==> src/rtl/fft_bitrev_buffer.sv <==
// -----------------------------------------------------------------------------
// fft_bitrev_buffer
//
// Streaming bit-reversal reorder buffer for the FFT datapath. Frames of
// SAMPLES words arrive in natural index order and leave in bit-reversed
// index order. Two banks are used ping-pong style, so one frame can be
// written while the previous one is read, at one sample per cycle.
//
// Parameters
//   SAMPLES     frame length, power of two, >= 2
//   ADDR_WIDTH  index width, must equal log2(SAMPLES)
//   DATA_WIDTH  sample word width
//
// Ports
//   clk        sole clock, rising edge
//   reset_n    asynchronous active-low reset (partial frame discarded)
//   flush      synchronous clear of counters, bank pointers and bank flags;
//              overrides any handshake in the same cycle
//   in_data    input sample, natural order
//   in_valid   in_data valid
//   in_ready   buffer accepts in_data this cycle (registered flags only)
//   out_data   output sample, bit-reversed order
//   out_valid  out_data valid
//   out_ready  downstream accepts out_data this cycle
//   out_last   last sample of a frame (present only with BITREV_LAST_EN)
//
// Optional feature macro: BITREV_LAST_EN adds the out_last port.
// -----------------------------------------------------------------------------
module fft_bitrev_buffer #(
  parameter int unsigned SAMPLES    = 8,
  parameter int unsigned ADDR_WIDTH = 3,
  parameter int unsigned DATA_WIDTH = 16
) (
  input  logic                  clk,
  input  logic                  reset_n,
  input  logic                  flush,
  input  logic [DATA_WIDTH-1:0] in_data,
  input  logic                  in_valid,
  output logic                  in_ready,
  output logic [DATA_WIDTH-1:0] out_data,
  output logic                  out_valid,
  input  logic                  out_ready
`ifdef BITREV_LAST_EN
  ,
  output logic                  out_last
`endif
);

  // ---------------------------------------------------------------------------
  // Parameter sanity
  // ---------------------------------------------------------------------------
  if ((ADDR_WIDTH < 1) || (ADDR_WIDTH > 30) ||
      (SAMPLES != (32'd1 << ADDR_WIDTH))) begin : g_param_check
    $error("fft_bitrev_buffer: SAMPLES must be 2**ADDR_WIDTH and >= 2");
  end

  // ---------------------------------------------------------------------------
  // Types and state
  // ---------------------------------------------------------------------------
  // A bank is either being filled by the write side or holds a complete
  // frame. Draining is FULL with rd_bank_q pointing at it.
  typedef enum logic {
    BANK_FILLING = 1'b0,
    BANK_FULL    = 1'b1
  } bank_state_e;

  localparam logic [ADDR_WIDTH-1:0] LAST_IDX = ADDR_WIDTH'(SAMPLES - 1);

  logic [DATA_WIDTH-1:0] mem_q [2][SAMPLES];

  bank_state_e           bank_q [2];
  bank_state_e           bank_d [2];
  logic                  wr_bank_q, wr_bank_d;
  logic                  rd_bank_q, rd_bank_d;
  logic [ADDR_WIDTH-1:0] wr_cnt_q,  wr_cnt_d;
  logic [ADDR_WIDTH-1:0] rd_cnt_q,  rd_cnt_d;

  logic                  wr_fire;
  logic                  rd_fire;
  logic [ADDR_WIDTH-1:0] rd_addr;

  // ---------------------------------------------------------------------------
  // Bit reversal of the read index: bit k -> bit ADDR_WIDTH-1-k
  // ---------------------------------------------------------------------------
  function automatic logic [ADDR_WIDTH-1:0] bitrev(input logic [ADDR_WIDTH-1:0] idx);
    logic [ADDR_WIDTH-1:0] r;
    r = '0;
    for (int unsigned k = 0; k < ADDR_WIDTH; k++) begin
      r[ADDR_WIDTH-1-k] = idx[k];
    end
    return r;
  endfunction

  // ---------------------------------------------------------------------------
  // Handshakes and outputs (all from registered state)
  // ---------------------------------------------------------------------------
  assign in_ready  = (bank_q[wr_bank_q] == BANK_FILLING);
  assign out_valid = (bank_q[rd_bank_q] == BANK_FULL);
  assign wr_fire   = in_valid  && in_ready;
  assign rd_fire   = out_valid && out_ready;
  assign rd_addr   = bitrev(rd_cnt_q);
  assign out_data  = mem_q[rd_bank_q][rd_addr];

`ifdef BITREV_LAST_EN
  assign out_last  = out_valid && (rd_cnt_q == LAST_IDX);
`endif

  // ---------------------------------------------------------------------------
  // Next-state logic
  // ---------------------------------------------------------------------------
  // The write side only touches a FILLING bank and the read side only a FULL
  // one, so a fill and a release in the same cycle always hit different banks
  // and both updates can be applied independently.
  always_comb begin
    bank_d    = bank_q;
    wr_bank_d = wr_bank_q;
    rd_bank_d = rd_bank_q;
    wr_cnt_d  = wr_cnt_q;
    rd_cnt_d  = rd_cnt_q;

    if (flush) begin
      bank_d[0] = BANK_FILLING;
      bank_d[1] = BANK_FILLING;
      wr_bank_d = 1'b0;
      rd_bank_d = 1'b0;
      wr_cnt_d  = '0;
      rd_cnt_d  = '0;
    end else begin
      if (wr_fire) begin
        if (wr_cnt_q == LAST_IDX) begin
          wr_cnt_d          = '0;
          bank_d[wr_bank_q] = BANK_FULL;
          wr_bank_d         = ~wr_bank_q;
        end else begin
          wr_cnt_d = wr_cnt_q + 1'b1;
        end
      end

      if (rd_fire) begin
        if (rd_cnt_q == LAST_IDX) begin
          rd_cnt_d          = '0;
          bank_d[rd_bank_q] = BANK_FILLING;
          rd_bank_d         = ~rd_bank_q;
        end else begin
          rd_cnt_d = rd_cnt_q + 1'b1;
        end
      end
    end
  end

  // ---------------------------------------------------------------------------
  // Control registers
  // ---------------------------------------------------------------------------
  always_ff @(posedge clk or negedge reset_n) begin
    if (!reset_n) begin
      bank_q[0] <= BANK_FILLING;
      bank_q[1] <= BANK_FILLING;
      wr_bank_q <= 1'b0;
      rd_bank_q <= 1'b0;
      wr_cnt_q  <= '0;
      rd_cnt_q  <= '0;
    end else begin
      bank_q    <= bank_d;
      wr_bank_q <= wr_bank_d;
      rd_bank_q <= rd_bank_d;
      wr_cnt_q  <= wr_cnt_d;
      rd_cnt_q  <= rd_cnt_d;
    end
  end

  // ---------------------------------------------------------------------------
  // Sample storage (not reset)
  // ---------------------------------------------------------------------------
  always_ff @(posedge clk) begin
    if (wr_fire && !flush) begin
      mem_q[wr_bank_q][wr_cnt_q] <= in_data;
    end
  end

  // Write and read must never own the same bank in one cycle.
  a_bank_exclusive : assert property (
    @(posedge clk) disable iff (!reset_n)
    !(wr_fire && rd_fire && (wr_bank_q == rd_bank_q))
  );

endmodule

==> config.mk <==
export PLATFORM = sky130hd
export DESIGN_NAME = fft_bitrev_buffer
export DESIGN_NICKNAME = d
export VERILOG_FILES = /design/src/rtl/fft_bitrev_buffer.sv
export SDC_FILE = /design/constraint.sdc
export NUM_CORES = 1
export LEC_CHECK = 0
export CAP_MARGIN = 20
export CORE_MARGIN = 2
export CORE_UTILIZATION = 60
export CTS_CLUSTER_SIZE = 40
export DETAILED_ROUTE_END_ITERATION = 8
export PLACE_DENSITY = 0.79
export SYNTH_ARGS = -nofsm -noshare
export SYNTH_HDL_FRONTEND = slang
export SYNTH_SLANG_ARGS = --single-unit
export TNS_END_PERCENT = 20
==> constraint.sdc <==
create_clock -name clk -period 8.2 [get_ports clk]
set_input_delay 2.05 -clock clk [delete_from_list [all_inputs] [get_ports clk]]
set_output_delay 2.05 -clock clk [all_outputs]
set_load 0.05 [all_outputs]
# Word-level counts from Yosys, hierarchy flattened
# Memories as Yosys holds them, arrays and structs flattened.
# Cells that the tools add are included.
# totals
out_inout_bits	18
reg_bits	10
n_memories	1
elab_cells	76
mem_bits_rw	256
inputBits	21
# mem_list
memory	depth	width	rd	rd_ports_with_merged_regs	write_ports	line	text
mem_q	2	128	1	0	1	69	logic [DATA_WIDTH-1:0] mem_q [2][SAMPLES];
# op_classes
n_bitwise	10
n_eq_ne	2
muxes	35
magnitude_cmp	7
n_addsub	2
reduce_logical	13
# op_table
operator	n
$mux W128	1
$bmux W16 S3	1
$demux W16 S3	1
$mux W16	3
$mux W3	6
$mux W1	15
$mux W2	6
$ge A4 B4 Y1 const B	2
$not A3 Y4	2
$reduce_bool A2 Y1	4
$add A3 B1 Y3 const B	2
$eq A3 B3 Y1 const B	2
$logic_and A1 B1 Y1	6
$ge A2 B2 Y1 const B	2
$lt A2 B1 Y1 const B	2
$lt A4 B1 Y1 const B	1
$not A1 Y2	2
$reduce_and A2 Y1	2
$not A1 Y1	3
$and A2 B2 Y2	1
$demux W1 S1	2
$not A2 Y2	1
$or A2 B2 Y2	1
$logic_not A1 Y1	1

# Depth between registers and ports, before layout
# logic_depth
depth_word	13
ltp_mapped	6
mapped_depth_nobuf	5

# Worst setup path after synthesis
# OpenSTA, ideal clock, no wires.
# synth_timing
kind	input port to flip-flop
startpoint	input flush
endpoint	memory mem_q[0][100] (netlist name) (enable)
setup_ns	0.431
slack_ns	3.791
required_ns	7.769
arrival_time_ns	3.979
cell_stages	2
path_buffers	0
path_cell_list	nand4b_1 > nor4_1
# synth_via
elab_chain_cells	4
# synth_rtl
item	line	text
start: declaration	36	input logic flush,
$logic_not A1 Y1	175	if (wr_fire && !flush) begin
$logic_and A1 B1 Y1	175	
$mux W1	175	
$mux W128 (implied by the code)	176	mem_q[wr_bank_q][wr_cnt_q] <= in_data;
end: declaration	69	
# Every way passes these cells.

# Final worst setup path
# layout_timing
startpoint	register rd_bank_q
endpoint	output out_data[1]
# layout_via
elab_chain_cells	4
# layout_rtl
item	line	text
start: declaration	74	logic rd_bank_q, rd_bank_d;
start signal: assignment	165	rd_bank_q <= rd_bank_d;
$mem_v2 Z2 W128	-	
$bmux W16 S3	102	assign out_data = mem_q[rd_bank_q][rd_addr];
$mux W16 (implied by the code) (2 in series)	102	
end: declaration	40	output logic [DATA_WIDTH-1:0] out_data,
# Every way passes these cells. The select of a mux whose other input is x is not followed.

==> summary.md <==
| Metric | Value |
|---|---|
| Cts bufs inserted | 25 |
| Routed vias | 4,988 |
| Max Clock Skew | 7.830 ps |
| CP required | 6150 ps |
| Global route overflow | 0 |
| Relative slew slack | 29.53% |
| Most frequent cells in the layout | 256 x edfxtp_1, 64 x mux4_2, 38 x clkdlybuf4s50_1, 32 x a22oi_1, 25 x clkbuf_16 |
| Remaining DRCs | 0 |
| Area of the core | 16,640 sq um |
| Pin count of the biggest net entering global routing | 50 |
| Maximum VDD drop | 0.0002209 V |
| # rows | 47 |
| Critical path's largest stage delay | 930 ps |
| Crit. End Element | output pin |
| P_leak | 3.634 nW |
| Status | finished, final reports clean |
| Drt wl/cell | 26.86 um |
| Avg Inst Size Synth | 21.71 sq um |
| Max-cap violations | 0 |
| Critical path launch point type | flop |
| Period utilisation layout | 70.38% |
| Final wirelength | 20.60 mm |
| Antenna violations before repair | 0 |
| FF-to-FF setup slack | 5190 ps |
| Synth area leaders | edfxtp_1 75%, mux4_2 14%, dfrtp_1 2.4% |
| Slew Limit Fails | 0 |
| Minimum clock period | 5772 ps |
| Clock insertion delay at the later pin of the skew report | 510 ps |
| Port buffer count | 38 |
| Layout Nets | 554 |
| Root buffer cell | clkbuf_16 |
| Unrepaired setup endpoints after global routing | no |
| Commonest non-fill, non-tap cell in the layout | edfxtp_1 |
| GP Congestion | 0.7628 |
| Worst-path maximum fanout | 42 |
| Die area | 18,180 sq um |
| FF/Latch Area | 7943 sq um |
| CP max stage cell | dfrtp_4 |
| Vias per cell | 6.503 |
| Fin area | 11,740 sq um |
| Die width | 134.8 um |
| Initial Util | 61.72% |
| FMAX | 173.3 MHz |
| Post-CTS Setup Repair Bufs | 0 |
| Post-synth top area share | 74.84% |
| Synth area leader | edfxtp_1 |
| # setup viols final | 0 |
| Power Density | 226.1 nW/um^2 |
| Fillers | 942 |
| Cell area after synthesis | 10,270 sq um |
| Syn-to-layout area delta | 14.34% |
| CTS HTree Levels | 1 |
| I/O pins | 39 |
| Post-synthesis sequential area ratio | 77.28% |
| Post-synth net total | 498 |
| CP bufs+invs | 2 |
| Critical path class | flop to output pin |
| Vias in the first global route | 5,078 |
| Synth warn | 0 |
| Crit-path cells | buf_4, mux4_2, a22oi_1, nand2_1, clkdlybuf4s50_1 |
| First-pass GRT wire length | 30.93 mm |
| Count of different cell masters after synthesis | 31 |
| Gr usage total | 23.75% |
| Drt initial violations | 559 |
| Clk slew on worst S/H paths | 60 ps |
| Largest buffer count on any clock path | 3 |
| Hold_buf cts | 0 |
| CP top delay family | buffers and inverters |
| CTS Sinks | 266 |
| Die height | 134.8 um |
| DRT Pass-1 Iters | 4 |
| WP data arrival | 3720 ps |
| Final Hold Viols | 0 |
| Layout cells sized above 1 | 24.68% |
| Hpwl dp | 11.77 mm |
| Syn Inst Count | 473 |
| # resized after CTS | 0 |
| HP Class | flop to flop |
| Area occupied by multi-input gates | 2240 sq um |
| Number of synthesized register bits | 266 |
| CTS tree | done |
| Hold Slack | 610.0 ps |
| Routed Antenna Nets | 0 |
| Setup TNS | 0 ps |
| Slew @ Worst Pin | 1055 ps |
| Diode count | 0 |
| DP Area | 10,980 sq um |
[synthesized netlist by cell type]
| master | instances |
|---|---|
| edfxtp_1 | 256 |
| mux4_2 | 64 |
| a22oi_1 | 32 |
| nand2_1 | 20 |
| clkbuf_1 | 13 |
| dfrtp_1 | 10 |
| a21oi_1 | 9 |
| buf_2 | 8 |
| o21ai_0 | 8 |
| nor3_1 | 6 |
| nor3_2 | 6 |
| buf_6 | 4 |
| ha_1 | 4 |
| nand4b_1 | 4 |
| nor2_1 | 4 |
| inv_1 | 3 |
| nand3_1 | 3 |
| inv_2 | 2 |
| nand2b_1 | 2 |
| nor2b_1 | 2 |
| or3_1 | 2 |
| or4_1 | 2 |
| a31oi_1 | 1 |
| a41o_1 | 1 |
| and2_1 | 1 |
| buf_1 | 1 |
| mux2_4 | 1 |
| mux2i_1 | 1 |
| nor4_1 | 1 |
| nor4_2 | 1 |
| or4_4 | 1 |
[worst paths after layout]
check,startpoint,end,depth (start not counted)
worst max register to register,wr_bank_q,mem_q[1][44],5
worst min-delay path,bank_q[1],bank_q[1],2
worst max-delay path,rd_bank_q,out_data[1],5
max in group asynchronous,reset_n,rd_bank_q,1
worst min register to register,bank_q[1],bank_q[1],2
min in group asynchronous,reset_n,wr_cnt_q[0],1
[stage by stage]
step	setup slack [ps]	power, mW	utilization, %	instances
3_3_place_gp	2926	1.596	66.00	722
6_report	2428	2.655	70.57	767
5_1_grt	2121	2.732	70.57	767
2_1_floorplan	3791	1.559	-	473
4_1_cts	2335	2.670	70.57	767
3_5_place_dp	2905	1.601	66.00	722
[area by class of cell]
cell class,count,area share (%)
well taps,220,2.344
clock buffers,32,5.551
inverters,5,0.1598
flip-flops and latches,266,67.63
clock inverters,13,0.9163
repair buffers,55,4.326
multi-input cells,176,19.07
[report_power, final]
| group | internal, mW | switching (mW) | leakage (nW) |
|---|---|---|---|
| logic | 0.0240 | 0.0464 | 0.819 |
| registers | 1.50 | 0.00419 | 2.44 |
| clock network | 0.622 | 0.461 | 0.374 |
| total | 2.14 | 0.512 | 3.63 |
[flip-flops by register name, indices dropped and copies added, names as in the netlist]
register,cells
mem_q,256
rd_cnt_q,3
wr_cnt_q,3
bank_q,2
rd_bank_q,1
wr_bank_q,1
[worst reg2reg max path: cells and delay by family (launching register included)]
family,cells,cell delay (ps)
AND/OR/NAND/NOR,2,1240
flip-flops,1,590
buffers and inverters,2,480
multiplexers,1,380
[routing by layer]
layer	share of wire [%]	vias to the layer above	global-route usage [%]
li1	-	2113	-
met1	39	2633	33.55
met2	52	210	39.82
met3	7.1	32	3.604
met4	1.9	0	6.257
met5	0	-	0
[kinds of logic (layout without fill, tap and decap cells)]
family                     count (synthesis)  after routing  synth area share, %
DFF                                      266            266                77.28
adders and majority gates                  4              4               0.4873
AOI/OAI and AO/OA                         51             51                3.326
muxes                                     66             66                14.28
and+or+nand+nor                           55             55                3.106
buffers and inverters                     31            105                1.523
(Power assumes the default switching activity.)
